$ cat src/rtl/load_buffer.sv
// Shared load buffer: AG and SQ-query stages per issue port feed DEPTH entries that
// arbitrate for D-cache channels and broadcast aligned, extended results on the CDB.
module load_buffer #(
  parameter int NUM_PORTS = 2,
  parameter int DEPTH     = 8,
  parameter int NUM_DC    = 2,
  parameter int NUM_RESP  = 2,
  parameter int NUM_CDB   = 2,
  parameter int PRN_W     = 6,
  parameter int ROBN_W    = 5,
  parameter int SQ_W      = 3,
  localparam int IDX_W    = $clog2(DEPTH),
  localparam int TAG_W    = IDX_W + 1
) (
  input  logic                        clock,
  input  logic                        reset,
  input  logic                        squash,
  input  logic [NUM_PORTS-1:0]        rs_valid,
  input  logic [NUM_PORTS*32-1:0]     rs_base,
  input  logic [NUM_PORTS*12-1:0]     rs_offset,
  input  logic [NUM_PORTS*3-1:0]      rs_func,
  input  logic [NUM_PORTS*PRN_W-1:0]  rs_prn,
  input  logic [NUM_PORTS*ROBN_W-1:0] rs_robn,
  input  logic [NUM_PORTS*SQ_W-1:0]   rs_tail_store,
  output logic [NUM_PORTS-1:0]        rs_ready,
  output logic [NUM_PORTS*32-1:0]     sq_addr,
  output logic [NUM_PORTS*3-1:0]      sq_func,
  output logic [NUM_PORTS*SQ_W-1:0]   sq_range,
  input  logic [NUM_PORTS-1:0]        sq_fwd_valid,
  input  logic [NUM_PORTS*32-1:0]     sq_fwd_data,
  output logic [NUM_DC-1:0]           dc_req_valid,
  output logic [NUM_DC*32-1:0]        dc_req_addr,
  output logic [NUM_DC*3-1:0]         dc_req_func,
  output logic [NUM_DC*TAG_W-1:0]     dc_req_tag,
  input  logic [NUM_DC-1:0]           dc_req_accept,
  input  logic [NUM_DC-1:0]           dc_hit,
  input  logic [NUM_DC*32-1:0]        dc_hit_data,
  input  logic [NUM_RESP-1:0]         dc_resp_valid,
  input  logic [NUM_RESP*TAG_W-1:0]   dc_resp_tag,
  input  logic [NUM_RESP*32-1:0]      dc_resp_data,
  output logic [NUM_CDB-1:0]          cdb_prepared,
  input  logic [NUM_CDB-1:0]          cdb_selected,
  output logic [NUM_CDB*PRN_W-1:0]    cdb_prn,
  output logic [NUM_CDB*ROBN_W-1:0]   cdb_robn,
  output logic [NUM_CDB*32-1:0]       cdb_result
);

  typedef enum logic [1:0] {FREE, NOFWD, ASKED, KNOWN} state_t;

  function automatic logic [31:0] align_result(input logic [31:0] word,
                                               input logic [1:0]  ofs,
                                               input logic [2:0]  func);
    logic [31:0] sh;
    logic [31:0] res;
    sh = word >> {ofs, 3'b000};
    case (func[1:0])
      2'd0:    res = func[2] ? {24'd0, sh[7:0]}  : {{24{sh[7]}}, sh[7:0]};
      2'd1:    res = func[2] ? {16'd0, sh[15:0]} : {{16{sh[15]}}, sh[15:0]};
      default: res = sh;
    endcase
    return res;
  endfunction

  // Entry storage: state/epoch are control, the rest is datapath
  state_t            st     [DEPTH];
  logic              ep     [DEPTH];
  logic [31:0]       e_addr [DEPTH];
  logic [2:0]        e_func [DEPTH];
  logic [PRN_W-1:0]  e_prn  [DEPTH];
  logic [ROBN_W-1:0] e_robn [DEPTH];
  logic [31:0]       e_word [DEPTH];
  logic              epoch;

  logic [NUM_PORTS-1:0] vld_p1, vld_p2, fwd_p2;
  logic [31:0]          addr_p1 [NUM_PORTS];
  logic [31:0]          addr_p2 [NUM_PORTS];
  logic [2:0]           func_p1 [NUM_PORTS];
  logic [2:0]           func_p2 [NUM_PORTS];
  logic [PRN_W-1:0]     prn_p1  [NUM_PORTS];
  logic [PRN_W-1:0]     prn_p2  [NUM_PORTS];
  logic [ROBN_W-1:0]    robn_p1 [NUM_PORTS];
  logic [ROBN_W-1:0]    robn_p2 [NUM_PORTS];
  logic [SQ_W-1:0]      tail_p1 [NUM_PORTS];
  logic [31:0]          fdata_p2[NUM_PORTS];

  // p0: address generation from issue inputs
  logic signed [11:0] off_p0     [NUM_PORTS];
  logic signed [31:0] off_ext_p0 [NUM_PORTS];
  logic [31:0]        ag_addr_p0 [NUM_PORTS];

  always_comb begin
    for (int p = 0; p < NUM_PORTS; p++) begin
      off_p0[p]     = signed'(rs_offset[p*12 +: 12]);
      off_ext_p0[p] = 32'(off_p0[p]);
      ag_addr_p0[p] = rs_base[p*32 +: 32] + unsigned'(off_ext_p0[p]);
    end
  end

  // Free entries not yet claimed by loads in flight through AG/SQ
  int free_cnt, avail;
  always_comb begin
    free_cnt = 0;
    for (int i = 0; i < DEPTH; i++)
      if (st[i] == FREE) free_cnt++;
    avail = free_cnt - $countones(vld_p1) - $countones(vld_p2);
    for (int p = 0; p < NUM_PORTS; p++)
      rs_ready[p] = (avail > p);
  end

  logic [NUM_PORTS-1:0] alloc_ok;
  logic [IDX_W-1:0]     alloc_idx [NUM_PORTS];
  logic [DEPTH-1:0]     alloc_taken;
  always_comb begin
    alloc_taken = '0;
    for (int p = 0; p < NUM_PORTS; p++) begin
      alloc_ok[p]  = 1'b0;
      alloc_idx[p] = '0;
      if (vld_p2[p]) begin
        for (int i = 0; i < DEPTH; i++) begin
          if (!alloc_ok[p] && st[i] == FREE && !alloc_taken[i]) begin
            alloc_ok[p]    = 1'b1;
            alloc_idx[p]   = IDX_W'(i);
            alloc_taken[i] = 1'b1;
          end
        end
      end
    end
  end

  logic [NUM_DC-1:0] dc_vld;
  logic [IDX_W-1:0]  dc_idx [NUM_DC];
  logic [DEPTH-1:0]  dc_taken;
  always_comb begin
    dc_taken = '0;
    for (int c = 0; c < NUM_DC; c++) begin
      dc_vld[c] = 1'b0;
      dc_idx[c] = '0;
      for (int i = 0; i < DEPTH; i++) begin
        if (!dc_vld[c] && st[i] == NOFWD && !dc_taken[i]) begin
          dc_vld[c]   = 1'b1;
          dc_idx[c]   = IDX_W'(i);
          dc_taken[i] = 1'b1;
        end
      end
    end
  end

  logic [NUM_CDB-1:0] cdb_vld;
  logic [IDX_W-1:0]   cdb_idx [NUM_CDB];
  logic [DEPTH-1:0]   cdb_taken;
  always_comb begin
    cdb_taken = '0;
    for (int s = 0; s < NUM_CDB; s++) begin
      cdb_vld[s] = 1'b0;
      cdb_idx[s] = '0;
      for (int i = 0; i < DEPTH; i++) begin
        if (!cdb_vld[s] && st[i] == KNOWN && !cdb_taken[i]) begin
          cdb_vld[s]   = 1'b1;
          cdb_idx[s]   = IDX_W'(i);
          cdb_taken[i] = 1'b1;
        end
      end
    end
  end

  // A fill only lands on an ASKED entry whose recorded epoch matches the tag
  logic [NUM_RESP-1:0] resp_hit;
  logic [IDX_W-1:0]    resp_idx [NUM_RESP];
  always_comb begin
    for (int r = 0; r < NUM_RESP; r++) begin
      resp_idx[r] = dc_resp_tag[r*TAG_W +: IDX_W];
      resp_hit[r] = dc_resp_valid[r] && st[resp_idx[r]] == ASKED &&
                    ep[resp_idx[r]] == dc_resp_tag[r*TAG_W + IDX_W];
    end
  end

  always_comb begin
    sq_addr  = '0;
    sq_func  = '0;
    sq_range = '0;
    for (int p = 0; p < NUM_PORTS; p++) begin
      sq_addr[p*32 +: 32]    = vld_p1[p] ? addr_p1[p] : 32'd0;
      sq_func[p*3 +: 3]      = vld_p1[p] ? func_p1[p] : 3'd0;
      sq_range[p*SQ_W +: SQ_W] = vld_p1[p] ? tail_p1[p] : '0;
    end
  end

  always_comb begin
    dc_req_valid = dc_vld;
    dc_req_addr  = '0;
    dc_req_func  = '0;
    dc_req_tag   = '0;
    for (int c = 0; c < NUM_DC; c++) begin
      if (dc_vld[c]) begin
        dc_req_addr[c*32 +: 32]      = e_addr[dc_idx[c]];
        dc_req_func[c*3 +: 3]        = e_func[dc_idx[c]];
        dc_req_tag[c*TAG_W +: TAG_W] = {epoch, dc_idx[c]};
      end
    end
  end

  always_comb begin
    cdb_prepared = cdb_vld;
    cdb_prn      = '0;
    cdb_robn     = '0;
    cdb_result   = '0;
    for (int s = 0; s < NUM_CDB; s++) begin
      if (cdb_vld[s]) begin
        cdb_prn[s*PRN_W +: PRN_W]    = e_prn[cdb_idx[s]];
        cdb_robn[s*ROBN_W +: ROBN_W] = e_robn[cdb_idx[s]];
        cdb_result[s*32 +: 32]       = align_result(e_word[cdb_idx[s]],
                                                    e_addr[cdb_idx[s]][1:0],
                                                    e_func[cdb_idx[s]]);
      end
    end
  end

  always_ff @(posedge clock) begin
    if (reset) begin
      vld_p1 <= '0;
      vld_p2 <= '0;
      epoch  <= 1'b0;
      for (int i = 0; i < DEPTH; i++) begin
        st[i] <= FREE;
        ep[i] <= 1'b0;
      end
    end else if (squash) begin
      vld_p1 <= '0;
      vld_p2 <= '0;
      epoch  <= ~epoch;
      for (int i = 0; i < DEPTH; i++) st[i] <= FREE;
    end else begin
      vld_p1 <= rs_valid & rs_ready;
      vld_p2 <= vld_p1;
      for (int c = 0; c < NUM_DC; c++) begin
        if (dc_vld[c] && dc_req_accept[c]) begin
          st[dc_idx[c]] <= dc_hit[c] ? KNOWN : ASKED;
          ep[dc_idx[c]] <= epoch;
        end
      end
      for (int r = 0; r < NUM_RESP; r++)
        if (resp_hit[r]) st[resp_idx[r]] <= KNOWN;
      for (int s = 0; s < NUM_CDB; s++)
        if (cdb_vld[s] && cdb_selected[s]) st[cdb_idx[s]] <= FREE;
      for (int p = 0; p < NUM_PORTS; p++)
        if (alloc_ok[p]) st[alloc_idx[p]] <= fwd_p2[p] ? KNOWN : NOFWD;
    end
  end

  // p1: AG register, p2: SQ register, then entry write
  always_ff @(posedge clock) begin
    for (int p = 0; p < NUM_PORTS; p++) begin
      addr_p1[p]  <= ag_addr_p0[p];
      func_p1[p]  <= rs_func[p*3 +: 3];
      prn_p1[p]   <= rs_prn[p*PRN_W +: PRN_W];
      robn_p1[p]  <= rs_robn[p*ROBN_W +: ROBN_W];
      tail_p1[p]  <= rs_tail_store[p*SQ_W +: SQ_W];
      addr_p2[p]  <= addr_p1[p];
      func_p2[p]  <= func_p1[p];
      prn_p2[p]   <= prn_p1[p];
      robn_p2[p]  <= robn_p1[p];
      fwd_p2[p]   <= sq_fwd_valid[p];
      fdata_p2[p] <= sq_fwd_data[p*32 +: 32];
    end
    for (int p = 0; p < NUM_PORTS; p++) begin
      if (alloc_ok[p]) begin
        e_addr[alloc_idx[p]] <= addr_p2[p];
        e_func[alloc_idx[p]] <= func_p2[p];
        e_prn[alloc_idx[p]]  <= prn_p2[p];
        e_robn[alloc_idx[p]] <= robn_p2[p];
        e_word[alloc_idx[p]] <= fdata_p2[p];
      end
    end
    for (int c = 0; c < NUM_DC; c++)
      if (dc_vld[c] && dc_req_accept[c] && dc_hit[c])
        e_word[dc_idx[c]] <= dc_hit_data[c*32 +: 32];
    for (int r = 0; r < NUM_RESP; r++)
      if (resp_hit[r]) e_word[resp_idx[r]] <= dc_resp_data[r*32 +: 32];
  end

endmodule
$ cat config.mk
export PLATFORM = sky130hd
export DESIGN_NAME = load_buffer
export DESIGN_NICKNAME = d
export VERILOG_FILES = /design/src/rtl/load_buffer.sv
export SDC_FILE = /design/constraint.sdc
export NUM_CORES = 2
export LEC_CHECK = 0
export BUFFER_PORTS_ARGS = -buffer_cell sky130_fd_sc_hd__buf_4
export CAP_MARGIN = 20
export CELL_PAD_IN_SITES_DETAIL_PLACEMENT = 1
export CELL_PAD_IN_SITES_GLOBAL_PLACEMENT = 1
export CORE_UTILIZATION = 29
export CTS_CLUSTER_SIZE = 24
export DETAILED_ROUTE_END_ITERATION = 7
export PLACE_DENSITY_LB_ADDON = 0.1
export SLEW_MARGIN = 20
export SYNTH_ARGS = -nofsm -noshare
export SYNTH_HDL_FRONTEND = slang
export SYNTH_SLANG_ARGS = --single-unit
$ cat constraint.sdc
create_clock -name clock -period 8.9 [get_ports clock]
set_clock_uncertainty 0.1 [all_clocks]
set_input_delay 0.89 -clock clock [delete_from_list [all_inputs] [get_ports clock]]
set_output_delay 0.89 -clock clock [all_outputs]
set_load 0.02 [all_outputs]
# --- Word-level counts from Yosys, hierarchy flattened ---
# Memories as Yosys holds them, arrays and structs flattened.
# Cells that the tools add are included.
totals:
  ff_bits: 7
  mem_bits_rw: 902
  in_bits: 337
  out_inout_bits: 246
  elab_cells: 480
  memories: 17
memory_table:
  columns: ["memory", "words", "width", "rd", "rd_ports_with_merged_regs", "write_ports", "line_no", "text"]
  rows:
  - ["e_addr", 8, 32, 4, 0, 2, "67", "logic [31:0] e_addr [DEPTH];"]
  - ["e_word", 8, 32, 2, 0, 6, "71", "logic [31:0] e_word [DEPTH];"]
  - ["addr_p1", 2, 32, 2, 0, 2, "75", "logic [31:0] addr_p1 [NUM_PORTS];"]
  - ["addr_p2", 2, 32, 2, 0, 2, "76", "logic [31:0] addr_p2 [NUM_PORTS];"]
  - ["fdata_p2", 2, 32, 2, 0, 2, "84", "logic [31:0] fdata_p2[NUM_PORTS];"]
  - ["e_prn", 8, 6, 2, 0, 2, "69", "logic [PRN_W-1:0] e_prn [DEPTH];"]
  - ["11 more memories", null, null, null, null, null, null, null]
classes:
  add_sub_neg: 13
  magnitude_cmp: 2
  n_eq_ne: 22
  shifts: 2
  mux: 249
  n_bitwise: 10
  reduce_logical: 161
ops:
  columns: ["operator", "count"]
  rows:
  - ["2-to-1 mux 32 bit", 17]
  - ["adder 32 x 2 -> 32 bit (second input constant)", 7]
  - ["2-to-1 mux 3 bit", 52]
  - ["2-to-1 mux 1 bit", 151]
  - ["one-hot mux 32 bit (2 select lines)", 2]
  - ["logical AND 1 bit", 76]
  - ["adder 32 bit", 2]
  - ["logical NOT 1 bit", 64]
  - [">> shifter 32 x 5 -> 32 bit", 2]
  - ["subtractor 32 x 3 -> 32 bit", 2]
  - ["2-to-1 mux 2 bit", 20]
  - ["> comparator 32 x 1 -> 1 bit (second input constant)", 1]
  - ["> comparator 32 x 2 -> 1 bit (second input constant)", 1]
  - ["equality test 2 x 1 -> 1 bit (second input constant)", 10]
  - ["equality test 2 bit (second input constant)", 10]
  - ["logical NOT 2 bit", 10]
  - ["OR reduction 2 bit", 9]
  - ["2-to-1 mux 6 bit", 2]
  - ["2-to-1 mux 5 bit", 2]
  - ["2-to-1 mux 4 bit", 2]
  - ["2-to-1 mux 8 bit", 1]
  - ["OR 1 bit", 8]
  - ["adder 1 x 1 -> 2 bit", 2]
  - ["bitwise AND 2 bit", 1]
  - ["3 further kinds", 5]

# --- Longest topological paths before layout ---
# An unclocked memory read counts as a cell.
depth:
  ltp_word: 77
  ltp_mapped: 30
  mapped_depth_nobuf: 27

# --- Least setup slack after synthesis ---
# No wires, ideal clock.
synth_timing:
  path_kind: "flip-flop to output port"
  startpoint: "memory st[1][1] (netlist bit)"
  endpoint: "output port rs_ready[0]"
  arrival_ns: 5.918
  setup_slack_ns: 1.992
  stages_incl_launch_ff: 26
  path_cell_list: "edfxtp_1 > buf_2 > nor2_1 > ha_1 > xnor3_1 > inv_1 > ha_1 > or3_1 > and2_1 > ha_1 > and2_1 > a31o_2 > ha_1 > mux2_2 > ha_1 > mux2_2 > inv_1 > fa_1 > inv_1 > a21oi_1 > nand2_1 > or4_1 > o311ai_0 > nor3_1 > o32ai_2 > a21oi_1"
synth_rtl:
  columns: ["element", "line_no", "text"]
  rows:
  - ["from (decl)", "65", "state_t st [DEPTH];"]
  - ["to (decl)", "25", "output logic [NUM_PORTS-1:0] rs_ready,"]

==> flow_metrics.tcl <==
set metrics [dict create \
    outcome "completed" \
    ys_seq_area_frac 0.423 \
    hold_path_class "input pin to flip-flop" \
    synthCells 6362 \
    pre_cts_ws_ns 1.14 \
    nets 7002 \
    reg2regPathDepth 26 \
    p_comb_frac 0.172 \
    first_pass_iters 6 \
    final_layout_size_suffix_gt1_frac 0.216 \
    core_sq_um 198000 \
    cts.sinks 909 \
    period_share 0.944 \
    hold_viol 0 \
    cts_buffers 116 \
    gp_congestion 0.906 \
    htreeDepth 3 \
    whs_path_depth 1 \
    dieArea_sq_um 202000 \
    grt_use_met3 0.0732 \
    num_rows 163 \
    leakagePower_nw 25.6 \
    initial_core_util 0.293 \
    swShare 0.298 \
    powerDensity_nw_per_um2 176 \
    vias 57000 \
    cp-end-kind "output pin" \
    final_cell_mix "nand2_1, buf_4, edfxtp_1, nor2_1, a21oi_1" \
    grt_max_degree 121 \
    final_common_cell "nand2_1" \
    syn-num-nets 6781 \
    via_per_inst 6.10 \
    relSlewSlack 0.218 \
    avgSynthCellArea_sq_um 9.14 \
    area.growth.synth_to_final_pct 18.4 \
    clock_power_share 0.404 \
    antenna_found_initial 28 \
    grtUsageMet2 0.517 \
    num-fill-cells 22600 \
    routed_wl_mm 332 \
    initialDrtViolationCount 5473 \
    crit_fanout 11 \
    cts_root_buf "clkbuf_16" \
    power_mw 12.1 \
    grt.busiest_layer "met2" \
    hold_start "sq_fwd_data[11]" \
    ys_ff_latch 909 \
    p_int_mw 8.51 \
    yosys_warnings 0 \
    rsz0062_at_grt "false" \
    clkTransAtPathRegs_ns 0.06 \
    numPortBuffers 582 \
    cp.required_ns 7.91 \
    max_cap_viol_count 0 \
    reg2reg_slack_ns 2.13 \
    drc_errors 0 \
    async_flop_share 0 \
    grt-ovfl-total 0 \
    seq_power_share 0.424 \
    die_y_microns 450 \
    final-max-slew-violation-count 0 \
    worst_pin_slew_ns 1.17 \
    setup_viol_count_final 0 \
    wl_per_cell_microns 35.5 \
    cts_hold_buffers 0 \
    r2r-end "vld_p1[1]" \
    synthFlopType "edfxtp_1" \
    start_kind "flip-flop" \
    synth_area_sq_um 58100 \
    min_to "fdata_p2[0][11]" \
    drtAntennaViolNets 0 \
    arrival_ns 7.41 \
    grtUsageMet1 0.383 \
    power.switching_mw 3.61 \
    cts_tree "done" \
    critical_path_class "flip-flop to output pin" \
    io_pins 583 \
    dieWidth_microns 450 \
    max_freq_mhz 119 \
    synth_area_leaders "edfxtp_1, dfxtp_1, mux2_2, nand2_1, mux2i_1" \
    grt_pass1_wl_mm 461 \
    dp_hpwl_mm 211 \
    peakVddDrop_mv 0.172 \
    min_period_ns 8.40 \
    synth_edf_count 640 \
    synth.distinct_cells 112 \
    yosysTopAreaCell "edfxtp_1" \
    grt_use_total 0.317 \
    tns_ns 0 \
    clock_latency_ns 0.81 \
    cts_max_path_buffers 3 \
    synth.top_cell.area_share 0.331 \
    setup_slack_ns 0.496 \
    grt_pass1_vias 57800 \
    reg2reg_from "st[1][0]" \
]
[state kept, by name (all words and copies together) (netlist names), 16 cells and up]
register	count
e_addr	256
e_word	256
addr_p1	64
addr_p2	64
fdata_p2	64
e_prn	48
e_robn	40
e_func	24
st	16
[through the flow]
stage / util / cells / area [sq um] / hold slack [ns]
global placement: 0.328 / 9105 / 64900 / 0.214
global route: 0.347 / 9339 / 68800 / 0.0617
detailed placement: 0.328 / 9105 / 64900 / 0.213
CTS: 0.347 / 9323 / 68800 / 0.0200
finish: 0.347 / 9341 / 68800 / 0.0672
floorplan: - / 6362 / 58100 / 0.210
[how the worst max path moves through the flow]
stage	end	from	cells past startpoint	slack [ns]
after global placement	rs_ready[0]	st[1][1]	27	1.20
final	rs_ready[0]	st[1][0]	27	0.50
after CTS	rs_ready[0]	st[1][1]	27	0.24
after detailed placement	rs_ready[0]	st[1][1]	27	1.14
after floorplan	rs_ready[0]	st[1][1]	25	1.99
after global routing	rs_ready[0]	st[0][1]	27	0.12
[power by group through the flow]
stage	combinational (mW)	sequential, mW	clock [mW]
floorplan	1.37	5.03	0
CTS	2.08	5.15	4.98
detailed placement	2.06	5.23	0
global route	2.25	5.18	5.13
finish	2.09	5.14	4.89
global placement	2.05	5.23	0
[final cells by class]
class | count | area [sq um] | share of cell area
Multi-Input combinational cell | 4765 | 31300 | 0.455
Sequential cell | 909 | 24600 | 0.357
Timing Repair Buffer | 730 | 5520 | 0.0802
Tap cell | 2640 | 3300 | 0.0480
Clock buffer | 156 | 3230 | 0.0469
Clock inverter | 62 | 614 | 0.00893
Inverter | 61 | 230 | 0.00334
Antenna cell | 18 | 45.0 | 0.000654
[kinds of logic after synthesis]
logic type               synth area share
XOR/XNOR                           0.0130
other                           0.0000645
adder cells (fa/ha/maj)            0.0189
multiplexers                        0.118
AND/OR/NAND/NOR                     0.159
buffers and inverters              0.0486
flip-flops                          0.423
AO/OA/AOI/OAI                       0.219
[cells in the mapped netlist, drive strengths merged, types with 56 or more instances]
library cell / n
nand2: 836
edfxtp: 640
nor2: 532
a21oi: 461
clkbuf: 447
mux2: 364
o21ai: 354
dfxtp: 269
mux2i: 266
o22ai: 230
nand3: 198
o221ai: 181
buf: 180
a211oi: 126
and2: 102
a31oi: 84
ha: 78
nor3: 76
a21o: 65
inv: 59
xnor2: 57
a22oi: 56
o211ai: 56
[worst max-delay path, cell delays in order (launching register included)]
cell and delay, ns:
dfxtp_1 0.61, nor2_2 0.14, inv_1 0.13, ha_1 0.44, nor3_1 0.10, o21ai_0 0.28, o31ai_1 0.14, ha_1 0.28
or3_1 0.39, and2_1 0.16, ha_1 0.26, and2_1 0.14, a31o_2 0.24, ha_1 0.27, mux2_2 0.30, ha_1 0.28
mux2_2 0.29, inv_1 0.09, fa_1 0.20, inv_1 0.08, a21oi_2 0.25, nand2_1 0.11, or4_1 0.41, o311ai_0 0.15
nor3_1 0.11, o32ai_2 0.43, a21oi_1 0.13, buf_4 0.18
[what timing repair did]
| item | 4_1_cts | 5_1_grt |
|---|---|---|
| buffers inserted | 0 | 0 |
| endpoints found under the setup margin | 0 | 2 |
| endpoints found under the hold margin | 0 | 0 |
| resized for setup | 0 | 2 |
[metal layers]
metal / wire length, microns / vias up
li1: - / 24300
met1: 132000 / 29000
met2: 153000 / 2841
met3: 27500 / 803
met4: 19700 / 10
met5: 60 / -
(Power assumes the default switching activity.)
